--- src/rtl/cargador_operandos.sv ---
// Operand loader: collects A then B from a valid/ready stream, pulses the external
// adder, captures its registered sum and offers it downstream with valid/ready.
// Optional macro CARGADOR_OPERANDOS_CUENTA_EN adds an 8-bit completed-operation counter.
module cargador_operandos #(
  parameter int WIDTH = 4
) (
  input  logic             clk,
  input  logic             reset,
  input  logic             in_valid,
  input  logic [WIDTH-1:0] in_data,
  output logic             in_ready,
  output logic             enb,
  output logic [WIDTH-1:0] a,
  output logic [WIDTH-1:0] b,
  input  logic [WIDTH-1:0] c,
  output logic             res_valid,
  output logic [WIDTH-1:0] res_data,
  input  logic             res_ready
`ifdef CARGADOR_OPERANDOS_CUENTA_EN
  ,
  output logic [7:0]       op_count
`endif
);

  typedef enum logic [2:0] {IDLE, GOT_A, CALC, WAIT, RESULT} state_t;

  state_t state, state_nxt;
  logic   accept;

  assign accept = in_valid & in_ready;

  always_ff @(posedge clk) begin
    if (reset) state <= IDLE;
    else       state <= state_nxt;
  end

  always_comb begin
    state_nxt = state;
    in_ready  = 1'b0;
    enb       = 1'b0;
    res_valid = 1'b0;
    case (state)
      IDLE: begin
        in_ready = 1'b1;
        if (in_valid) state_nxt = GOT_A;
      end
      GOT_A: begin
        in_ready = 1'b1;
        if (in_valid) state_nxt = CALC;
      end
      CALC: begin
        enb       = 1'b1;
        state_nxt = WAIT;
      end
      WAIT:   state_nxt = RESULT;
      RESULT: begin
        res_valid = 1'b1;
        if (res_ready) state_nxt = IDLE;
      end
      default: state_nxt = IDLE;
    endcase
  end

  // The adder registers a+b on the enb cycle, so c is valid during WAIT.
  always_ff @(posedge clk) begin
    if (reset) begin
      a        <= '0;
      b        <= '0;
      res_data <= '0;
    end else begin
      if (state == IDLE  && accept) a <= in_data;
      if (state == GOT_A && accept) b <= in_data;
      if (state == WAIT)            res_data <= c;
    end
  end

`ifdef CARGADOR_OPERANDOS_CUENTA_EN
  always_ff @(posedge clk) begin
    if (reset)                          op_count <= 8'd0;
    else if (state == RESULT && res_ready) op_count <= op_count + 8'd1;
  end
`endif

endmodule

--- config.mk ---
export PLATFORM = sky130hd
export DESIGN_NAME = cargador_operandos
export DESIGN_NICKNAME = d
export VERILOG_FILES = /design/src/rtl/cargador_operandos.sv
export SDC_FILE = /design/constraint.sdc
export NUM_CORES = 1
export LEC_CHECK = 0
export BUFFER_PORTS_ARGS = -buffer_cell sky130_fd_sc_hd__buf_2
export CAP_MARGIN = 20
export CORE_MARGIN = 1.5
export CORE_UTILIZATION = 48
export CTS_BUF_LIST = sky130_fd_sc_hd__clkbuf_4 sky130_fd_sc_hd__clkbuf_8
export CTS_CLUSTER_DIAMETER = 100
export CTS_CLUSTER_SIZE = 10
export DETAILED_ROUTE_END_ITERATION = 8
export PLACE_DENSITY = 0.78
export SYNTH_ARGS = -nofsm -noshare
export SYNTH_HDL_FRONTEND = slang
export SYNTH_SLANG_ARGS = --single-unit
--- constraint.sdc ---
create_clock -name clk -period 1.4 [get_ports clk]
set_input_delay 0.42 -clock clk [delete_from_list [all_inputs] [get_ports clk]]
set_output_delay 0.42 -clock clk [all_outputs]
set_load 0.005 [all_outputs]
==> results of run 1 <==
-- placed cells by master, fill, tap and decap left out, types with 2 or more instances in the layout --
cell type,instances
sky130_fd_sc_hd__dfxtp_2,2
sky130_fd_sc_hd__nand2b_1,20
sky130_fd_sc_hd__buf_4,5
sky130_fd_sc_hd__dfxtp_1,13
sky130_fd_sc_hd__buf_2,26
sky130_fd_sc_hd__clkbuf_4,3
sky130_fd_sc_hd__nor2_1,2
sky130_fd_sc_hd__mux2i_1,12
-- state kept, by name, summed over array words and instances (netlist names) --
register,flops
state,3
a,4
res_data,4
b,4
-- layout make-up --
type,count,share of cell area (%)
Clock buffer,3,2.49
Clock inverter,1,0.554
Inverter,1,0.416
Multi-Input combinational cell,46,41.1
Sequential cell,15,33.5
Tap cell,15,2.08
Timing Repair Buffer,32,19.8
-- routing by layer --
| metal | part of all wire [%] | wire, microns |
|---|---|---|
| met1 | 47 | 578 |
| met2 | 44 | 540 |
| met4 | 2.3 | 28 |
| met3 | 6.5 | 80 |
| met5 | 0 | 0 |
-- worst paths after layout --
check | startpoint | endpoint | slack (ps) | cells past startpoint
max reg2reg | state[1]$_SDFFE_PP0P_ | a[0]$_SDFFE_PP0P_ | 100 | 5
min | c[0] | res_data[0]$_SDFFE_PP0N_ | 390 | 3
min reg2reg | res_data[3]$_SDFFE_PP0N_ | res_data[3]$_SDFFE_PP0N_ | 470 | 2
max | state[1]$_SDFFE_PP0P_ | enb | -110 | 3
-- cells by family (layout without fill, tap and decap cells) --
family	after synthesis	after routing
AO/OA/AOI/OAI	3	3
buffers and inverters	8	37
flip-flops	15	15
multiplexers	12	12
AND/OR/NAND/NOR	31	31
-- per-stage QoR --
stage	instances	util [%]	area [sq um]	hold slack [ps]
2_1_floorplan	69	-	718	465
3_3_place_gp	106	61.8	835	457
3_5_place_dp	106	61.8	835	462
4_1_cts	112	65.1	878	388
5_1_grt	113	66.9	903	392
6_report	113	66.9	903	390
-- critical path, cell delays in order, from the launching register on --
cell and delay, ps:
sky130_fd_sc_hd__dfxtp_2 370, sky130_fd_sc_hd__or2b_1 250, sky130_fd_sc_hd__nor2_1 80, sky130_fd_sc_hd__buf_2 110
-- power groups by stage --
| stage | combinational, W | clock (W) | sequential [W] |
|---|---|---|---|
| global placement | 0.000132 | 0 | 0.000472 |
| global route | 0.000160 | 0.000278 | 0.000467 |
| CTS | 0.000141 | 0.000256 | 0.000463 |
| detailed placement | 0.000135 | 0 | 0.000472 |
| finish | 0.000147 | 0.000251 | 0.000463 |
| floorplan | 0.0000957 | 0 | 0.000472 |
-- what timing repair did --
item                                   CTS  global route
pin swaps                                0             1
setup endpoints to repair                2             5
endpoints found under the hold margin    0             0
resized for setup                        1             5
buffers inserted                         2             1
hold buffers                             0             0
gates cloned                             0             0
==> out/qor.txt, run 1 <==
=================================================================================
Outcome                                                              finished with violations
Violations in the final reports                                      negative setup slack
Most common cell in the netlist                                      sky130_fd_sc_hd__nand2b_1
Final global-route overflow total                                               0
Fill cell total of the finished layout                                        116
Arrival time at the worst endpoint                                        1090 ps
Highest clock rate                                                      0.663 GHz
Source-to-sink clock delay at the later pin of the worst-skew pair         290 ps
Post-synthesis register bit count                                              15
Width of the die                                                     41.7 microns
Setup-violating endpoint count in the final report                              1
Post-synth cell types                                                          21
Total net switching power                                              0.000220 W
Via count of the routed design                                                548
Count of flip-flops with a built-in enable after synthesis                      0
Number of hold violations in the final report                                   0
Post-synthesis compound-gate area fraction                                  2.96%
Dominant combinational cell family by area after synthesis           simple AND/OR/NAND/NOR gates
TritonCTS clock tree                                                         done
Final weighted congestion in routability-driven placement                   0.782
Largest net degree at the start of global routing                              25
Sum Neg Setup Slack                                                       -108 ps
Synth top area cells                                                 sky130_fd_sc_hd__dfxtp_1 (42%), sky130_fd_sc_hd__nand2b_1 (17%), sky130_fd_sc_hd__mux2i_1 (17%), sky130_fd_sc_hd__nor4b_4 (3.3%), sky130_fd_sc_hd__buf_6 (3.1%)
Final worst-path setup slack                                              -108 ps
First DRT Iteration DRCs                                                        7
Clock buffers created by TritonCTS                                              3
Combinational cell fraction of total power                                  17.0%
Pre-Repair DR Iteration Count                                                   2
Post-synthesis to final-layout area growth                                  25.8%
Summed instance area of the synthesized netlist                         718 sq um
Total inserted antenna cells                                                    0
Gr busiest metal                                                             met2
Sequential area share after synthesis                                       41.8%
Startpoint types                                                             flop
Effective utilization at floorplan                                          53.2%
CTS Buffer Depth                                                                2
Clock Sink Count                                                               15
Standard-cell row count                                                        13
Synth Area in XOR/XNOR                                                         0%
Largest voltage drop on the vdd net                                    0.000610 V
Met3 global-route usage                                                     5.22%
Worst slew slack as a fraction of its limit                                 79.4%
Instance count of the mapped netlist                                           69
Final HPWL from detailed placement                                    888 microns
Minimum clock period                                                      1510 ps
Number of vias per cell                                                      4.85
Int Power                                                              0.000641 W
Share of cell area taken by muxes after synthesis                           16.7%
Final ANT Viol Nets                                                             0
Post-synth net total                                                           81
Sequential Area                                                         303 sq um
Final worst clock skew                                                   0.498 ps
Critical-path maximum fanout                                                    4
Pwr per Cell Area                                                     953 mW/mm^2
Async S/R FF share, synth                                                      0%
Combined area of the multi-input logic cells                            372 sq um
Die ar.                                                              0.00174 sq mm
Wire length of the first global-routing pass                              2.04 mm
Final cycle utilization of the critical path                                 108%
Number of antenna violations at the first check in global routing               0
Number of I/O pins                                                             27
Wire per inst                                                        10.9 microns
Number of max-slew violations in the final report                               0
Most used flip-flop cell after synthesis                             sky130_fd_sc_hd__dfxtp_1
Adder-Cell Fraction of Synth Area                                              0%
Commonest cells in the synthesized netlist                           sky130_fd_sc_hd__nand2b_1 (20), sky130_fd_sc_hd__dfxtp_1 (15), sky130_fd_sc_hd__mux2i_1 (12), sky130_fd_sc_hd__nor2_1 (3)
Fraction of the mapped netlist area in simple logic gates                   30.3%
LEAKAGE                                                                  0.439 nW
Total Nets Final                                                              111
Final Total Pwr                                                        0.000861 W
Syn_area_per_cell                                                      10.4 sq um
Floorplan Core Area                                                  0.00135 sq mm
Top cell type's share of synthesized area                                   41.8%
Detailed-route wire length                                                1.23 mm
Number of global-route vias before repair                                     471
Clk Tree Root Cell                                                   sky130_fd_sc_hd__clkbuf_4
Count of input and output buffers                                              26
Global routing usage on met2                                                21.6%
Syn. warnings                                                                   0
H-tree levels                                                                   1
Clock-pin slew on the worst setup and hold paths                            90 ps
Slew at the pin closest to its max-slew limit                              307 ps
Height of the chip                                                   41.7 microns
Remaining design rule violation count                                           0
Min-delay worst type                                                 primary input to flop
Critical path required time                                                980 ps
Tot GR Track Use                                                            15.6%
Fraction of power consumed by the clock network                             29.2%
Share of cells above drive strength 1                                       42.9%
Setup repair after global routing missed its margin                           yes
Net switching fraction of the power                                         25.5%
Relative contribution of sequential cells to total power                    53.8%
Post-synth top area cell                                             sky130_fd_sc_hd__dfxtp_1
Number of maximum-capacitance violations                                        0
Worst setup slack after placement                                          161 ps
Crit path kind                                                       flop to output port
Critical Path Sink Type                                               output port
GR met1 Demand/Resource                                                     20.5%
=================================================================================
Power figures use the tool's default switching activity.
==> run 2: changes to the inputs <==
==> constraint.sdc (replaced) <==
create_clock -name clk -period 1.7 [get_ports clk]
set_input_delay 0.51 -clock clk [delete_from_list [all_inputs] [get_ports clk]]
set_output_delay 0.51 -clock clk [all_outputs]
set_load 0.005 [all_outputs]
==> run 2 against run 1 <==
  * The run now ends clean
  * Critical path depth unchanged
  * Critical endpoint unchanged
  * Non-clock buffer count shrank 4
  * First-iteration DRC count unchanged
  * Final area shrank 3.6%
  * Via count shrank 2.0%
  * Sequential cell count unchanged
  * Cell count decreased by 3.5%
  * Wire length grew 2.2%
==> out/qor.txt, run 2 (synthesis gave the netlist of run 1 again) <==
=================================================================================
TritonCTS clock tree                                                         done   unchanged
Min-delay worst type                                                 flop to flop   was primary input to flop
Post-synthesis to final-layout area growth                                  21.3%   was 25.8%
Tot GR Track Use                                                            15.8%   was 15.6%
Fraction of power consumed by the clock network                             30.0%   was 29.2%
Total inserted antenna cells                                                    0   unchanged
Critical path required time                                               1190 ps   was 980 ps
Final ANT Viol Nets                                                             0   unchanged
Pwr per Cell Area                                                     805 mW/mm^2   was 953 mW/mm^2
Number of global-route vias before repair                                     502   was 471
Final worst clock skew                                                    4.47 ps   was 0.498 ps
CTS Buffer Depth                                                                2   unchanged
Effective utilization at floorplan                                          53.2%   unchanged
Most common library cell in the layout ignoring fill and taps        sky130_fd_sc_hd__buf_2   unchanged
Combinational cell fraction of total power                                  14.8%   was 17.0%
Number of I/O pins                                                             27   unchanged
Cell Count, Final, Fillers Out                                                109   was 113
Startpoint types                                                             flop   unchanged
Minimum clock period                                                      1650 ps
Final weighted congestion in routability-driven placement                   0.783   was 0.782
Total Nets Final                                                              107   was 111
Setup repair after global routing missed its margin                           yes   unchanged
Wire length of the first global-routing pass                              2.10 mm   was 2.04 mm
Critical Path Sink Type                                               output port   unchanged
Number of vias per cell                                                      4.93   was 4.85
Final Util                                                                  64.5%   was 66.9%
Largest registers                                                    a: 4 flops, b: 4 flops, res_data: 4 flops   unchanged
Final global-route overflow total                                               0   unchanged
First DRT Iteration DRCs                                                        7   unchanged
Setup-violating endpoint count in the final report                              0   was 1
Number of hold violations in the final report                                   0   unchanged
Clock Sink Count                                                               15   unchanged
Height of the chip                                                   41.7 microns   unchanged
Number of maximum-capacitance violations                                        0   unchanged
Total net switching power                                              0.000164 W   was 0.000220 W
Count of input and output buffers                                              26   unchanged
Source-to-sink clock delay at the later pin of the worst-skew pair         270 ps   was 290 ps
Die ar.                                                              0.00174 sq mm   unchanged
Int Power                                                              0.000538 W   was 0.000641 W
Wire per inst                                                        11.5 microns   was 10.9 microns
Net switching fraction of the power                                         23.3%   was 25.5%
Via count of the routed design                                                537   was 548
Largest voltage drop on the vdd net                                    0.000557 V   was 0.000610 V
Highest clock rate                                                      0.605 GHz
Pre-Repair DR Iteration Count                                                   3   was 2
Number of max-slew violations in the final report                               0   unchanged
Final HPWL from detailed placement                                    891 microns   was 888 microns
H-tree levels                                                                   1   unchanged
Arrival time at the worst endpoint                                        1140 ps   was 1090 ps
Final cycle utilization of the critical path                                97.2%
DP Cell Count                                                                 103   was 106
Clock buffers created by TritonCTS                                              3   unchanged
Most used cells in the layout excluding fill and tap cells           sky130_fd_sc_hd__buf_2 (26), sky130_fd_sc_hd__nand2b_1 (20), sky130_fd_sc_hd__mux2i_1 (12), sky130_fd_sc_hd__dfxtp_1 (12), sky130_fd_sc_hd__clkbuf_4 (4)   was sky130_fd_sc_hd__buf_2 (26), sky130_fd_sc_hd__nand2b_1 (20), sky130_fd_sc_hd__dfxtp_1 (13), sky130_fd_sc_hd__mux2i_1 (12), sky130_fd_sc_hd__buf_4 (5)
Width of the die                                                     41.7 microns   unchanged
Clock-pin slew on the worst setup and hold paths                            80 ps   was 90 ps
Sum Neg Setup Slack                                                          0 ps   was -108 ps
Outcome                                                              finished clean   was finished with violations
Share of cells above drive strength 1                                       41.5%   was 42.9%
Slew at the pin closest to its max-slew limit                              401 ps   was 307 ps
Clk Tree Root Cell                                                   sky130_fd_sc_hd__clkbuf_4   unchanged
Remaining design rule violation count                                           0   unchanged
Standard-cell row count                                                        13   unchanged
LEAKAGE                                                                  0.417 nW   was 0.439 nW
Relative contribution of sequential cells to total power                    55.2%   was 53.8%
Worst slew slack as a fraction of its limit                                 73.2%   was 79.4%
Critical-path maximum fanout                                                    6   was 4
Detailed-route wire length                                                1.25 mm   was 1.23 mm
Largest net degree at the start of global routing                              25   unchanged
Crit path kind                                                       flop to output port   unchanged
Floorplan Core Area                                                  0.00135 sq mm   unchanged
Number of antenna violations at the first check in global routing               0   unchanged
=================================================================================
## run 2: changes by cell type in the layout (fill, tap and decap cells not counted), sizes merged
| cell | delta |
|---|---|
| buf | -4 |
| clkbuf | +1 |
| clkinv | -1 |
## run 2: critical path, stage by stage, from the launching register on
cell	delay [ps]
sky130_fd_sc_hd__dfxtp_4	380
sky130_fd_sc_hd__or2b_1	260
sky130_fd_sc_hd__nor2_2	100
sky130_fd_sc_hd__buf_2	130
## run 2: cell type report
class,count,area [sq um]
clock buffers,4,30.0
well taps,15,18.8
multi-input cells,46,367
repair buffers,28,145
fillers,127,479
flip-flops and latches,15,307
inverters,1,3.75
## run 2: timing repair
item / in CTS / in global routing
buffers inserted: 0 / 2
gates resized for setup: 3 / 3
setup endpoints to repair: 2 / 2
hold buffers: 0 / 0
## run 2: path summary, 6_finish.rpt
check / start / end / slack, ps / cells after the start
worst max-delay path: state[1]$_SDFFE_PP0P_ / enb / 50 / 3
worst min-delay path: a[0]$_SDFFE_PP0P_ / a[0]$_SDFFE_PP0P_ / 470 / 2
worst max register to register: state[1]$_SDFFE_PP0P_ / a[3]$_SDFFE_PP0P_ / 460 / 3
worst min register to register: a[0]$_SDFFE_PP0P_ / a[0]$_SDFFE_PP0P_ / 470 / 2
## run 2: power groups by stage
stage	sequential, W	combinational [W]	clock [W]
2_1_floorplan	0.000389	0.0000788	0
3_3_place_gp	0.000394	0.0000966	0
3_5_place_dp	0.000395	0.0000978	0
4_1_cts	0.000387	0.0000985	0.000222
5_1_grt	0.000390	0.000115	0.000243
6_report	0.000387	0.000104	0.000210
## run 2: through the flow
stage	power, W	setup WS (ps)	instance area (sq um)	hold WS (ps)
floorplan	0.000467	429	718	465
global placement	0.000491	292	812	456
detailed placement	0.000493	201	812	458
CTS	0.000708	3.07	847	477
global route	0.000748	-27.5	871	471
finish	0.000701	48.2	871	475
## run 2: layer usage
layer,share of wire (%),global-route usage [%]
met5,0,0
met4,0.88,9.68
met3,6.1,3.04
met2,47,25.6
met1,46,19.1
==> run 3: changes to the inputs <==
--- a/config.mk
+++ b/config.mk
@@ -13,7 +13,7 @@
 export CTS_CLUSTER_DIAMETER = 100
 export CTS_CLUSTER_SIZE = 10
 export DETAILED_ROUTE_END_ITERATION = 8
-export PLACE_DENSITY = 0.78
+export PLACE_DENSITY = 0.85
 export SYNTH_ARGS = -nofsm -noshare
 export SYNTH_HDL_FRONTEND = slang
 export SYNTH_SLANG_ARGS = --single-unit
==> run 3 against run 2 <==
  * Fmax increased by 0.44%
  * Total power is 0.40% lower
  * Clock power barely moved
  * Combinational power shrank 7%
  * Worst setup slack gained 7.2 ps
  * Non-clock buffer count decreased by 2
  * First-iteration DRC count down 14%
  * Count of clock-buffer cells in the layout unchanged
  * Global-route usage down 0.86 points
  * Sequential power about the same
  * Clock skew is 3.7 ps lower
  * Final area shrank 2.0%
==> out/qor.txt, run 3 (synthesis gave the netlist of run 1 again) <==
=================================================================================
Number of antenna violations at the first check in global routing               0   unchanged
Wire length of the first global-routing pass                              2.00 mm   was 2.10 mm
Arrival time at the worst endpoint                                        1130 ps   was 1140 ps
Cell Count, Final, Fillers Out                                                107   was 109
DP Cell Count                                                                 103   unchanged
Standard cell area after detailed placement                             812 sq um   unchanged
Clock-pin slew on the worst setup and hold paths                            80 ps   about the same
Final ANT Viol Nets                                                             0   unchanged
Cell-by-cell listing of the critical path                            or2b_1, nor2_1, buf_2   was or2b_1, nor2_2, buf_2
Largest net degree at the start of global routing                              25   unchanged
Final HPWL from detailed placement                                    958 microns   was 891 microns
Slowest Stage Delay on Critical Path                                       410 ps   was 380 ps
CTS Buffer Depth                                                                2   unchanged
Critical Path Sink Type                                               output port   unchanged
Wire per inst                                                        11.8 microns   was 11.5 microns
Most used cells in the layout excluding fill and tap cells           sky130_fd_sc_hd__buf_2 (26), sky130_fd_sc_hd__nand2b_1 (20), sky130_fd_sc_hd__mux2i_1 (12), sky130_fd_sc_hd__dfxtp_1 (12), sky130_fd_sc_hd__clkbuf_4 (4)   unchanged
Clock Sink Count                                                               15   unchanged
Worst setup slack after placement                                          236 ps   was 201 ps
Largest voltage drop on the vdd net                                    0.000586 V   was 0.000557 V
Largest registers                                                    a: 4 flops, b: 4 flops, res_data: 4 flops   unchanged
Pre-Repair DR Iteration Count                                                   4   was 3
Sequential Area                                                         307 sq um   unchanged
Final global-route overflow total                                               0   unchanged
Critical path required time                                               1190 ps   about the same
Critical hold path startpoint                                        a[2]$_SDFFE_PP0P_   was a[0]$_SDFFE_PP0P_
Startpoint types                                                             flop   unchanged
Final standard cell area without fillers                                853 sq um   was 871 sq um
Source-to-sink clock delay at the later pin of the worst-skew pair         270 ps   about the same
Outcome                                                              finished clean   unchanged
H-tree levels                                                                   1   unchanged
Crit path kind                                                       flop to output port   unchanged
Final worst-path setup slack                                              55.4 ps   was 48.2 ps
Minimum clock period                                                      1640 ps   was 1650 ps
Clock buffers created by TritonCTS                                              3   unchanged
Width of the die                                                     41.7 microns   unchanged
Number of vias per cell                                                      4.99   was 4.93
Final Total Pwr                                                        0.000699 W   was 0.000701 W
Clk Tree Root Cell                                                   sky130_fd_sc_hd__clkbuf_4   unchanged
Highest clock rate                                                      0.608 GHz   was 0.605 GHz
Slew at the pin closest to its max-slew limit                              398 ps   was 401 ps
Number of hold violations in the final report                                   0   unchanged
First DRT Iteration DRCs                                                        6   was 7
Reg-to-reg critical path startpoint                                  state[1]$_SDFFE_PP0P_   unchanged
LEAKAGE                                                                  0.406 nW   was 0.417 nW
Pwr per Cell Area                                                     819 mW/mm^2   was 805 mW/mm^2
Most common library cell in the layout ignoring fill and taps        sky130_fd_sc_hd__buf_2   unchanged
Total inserted antenna cells                                                    0   unchanged
Slack of the worst reg-to-reg path                                         590 ps   was 460 ps
Effective utilization at floorplan                                          53.2%   unchanged
Cells on worst reg2reg path                                                     2   was 3
Hold Buf Count CTS                                                              0   unchanged
Final weighted congestion in routability-driven placement                   0.703   was 0.783
Number of maximum-capacitance violations                                        0   unchanged
Setup-violating endpoint count in the final report                              0   unchanged
Final cycle utilization of the critical path                                96.7%   was 97.2%
Crit Reg-Reg Endpoint                                                a[3]$_SDFFE_PP0P_   unchanged
Via count of the routed design                                                534   was 537
Capture endpoint of the worst hold path                              a[2]$_SDFFE_PP0P_   was a[0]$_SDFFE_PP0P_
Number of max-slew violations in the final report                               0   unchanged
Worst slew slack as a fraction of its limit                                 73.3%   was 73.2%
Post-synthesis to final-layout area growth                                  18.8%   was 21.3%
Cells on Worst Hold Path                                                        2   unchanged
Number of I/O pins                                                             27   unchanged
TritonCTS clock tree                                                         done   unchanged
Hold Worst Slack                                                           474 ps   was 475 ps
Min-delay worst type                                                 flop to flop   unchanged
Die ar.                                                              0.00174 sq mm   unchanged
Detailed-route wire length                                                1.26 mm   was 1.25 mm
Tot GR Track Use                                                            15.0%   was 15.8%
Count of input and output buffers                                              26   unchanged
Slowest library cell on the worst path                               sky130_fd_sc_hd__dfxtp_4   unchanged
Floorplan Core Area                                                  0.00135 sq mm   unchanged
Combined area of the multi-input logic cells                            364 sq um   was 367 sq um
Standard-cell row count                                                        13   unchanged
Height of the chip                                                   41.7 microns   unchanged
Final worst clock skew                                                   0.729 ps   was 4.47 ps
Total Nets Final                                                              105   was 107
Number of global-route vias before repair                                     491   was 502
Share of cells above drive strength 1                                       39.1%   was 41.5%
Fill cell total of the finished layout                                        123   was 127
Critical-path maximum fanout                                                    9   was 6
Remaining design rule violation count                                           0   unchanged
Setup repair after global routing missed its margin                           yes   unchanged
=================================================================================
run 3: cell types whose count changed in the layout (fill, tap and decap cells not counted), sizes merged:
cell	delta
buf	-2
run 3: cell type report:
cell class	instances	share of cell area [%]
multi-input cells	46	42.7
flip-flops and latches	15	35.9
repair buffers	26	15.2
clock buffers	4	3.52
well taps	15	2.20
inverters	1	0.440
run 3: stage by stage:
stage          TNS (ps)  utilization, %
2_1_floorplan         0               -
3_3_place_gp          0            60.1
3_5_place_dp          0            60.1
4_1_cts               0            62.6
5_1_grt           -31.1            63.2
6_report              0            63.2
run 3: repair_timing:
action | in CTS | in global routing
hold endpoints to repair | 0 | 0
pin swaps | 0 | 0
resized for setup | 2 | 3
endpoints found under the setup margin | 2 | 2
buffers inserted | 0 | 0
cloned | 0 | 0
run 3: metal layers:
layer	vias up	share of wire, %	global-route usage, %
met3	0	7.4	6.09
met2	21	50	25.6
met5	-	0	0
met4	0	0	3.87
met1	238	42	17.1
li1	275	-	-
run 3: worst max-delay path, delay by kind of cell (launching register included):
family	cells	cell delay, ps
DFF	1	410
and+or+nand+nor	2	340
buffers and inverters	1	110
run 3: power breakdown:
group	switching, W	total [W]	internal (W)
combinational	0.0000401	0.0000964	0.0000563
clock	0.000106	0.000213	0.000107
sequential	0.0000186	0.000389	0.000371
run 3: how the worst max path moves through the flow:
stage | start | depth (start not counted) | endpoint
2_1_floorplan | state[1]$_SDFFE_PP0P_ | 3 | enb
3_3_place_gp | state[1]$_SDFFE_PP0P_ | 3 | enb
3_5_place_dp | state[1]$_SDFFE_PP0P_ | 3 | enb
4_1_cts | state[1]$_SDFFE_PP0P_ | 3 | enb
5_1_grt | state[1]$_SDFFE_PP0P_ | 3 | enb
6_report | state[1]$_SDFFE_PP0P_ | 3 | enb
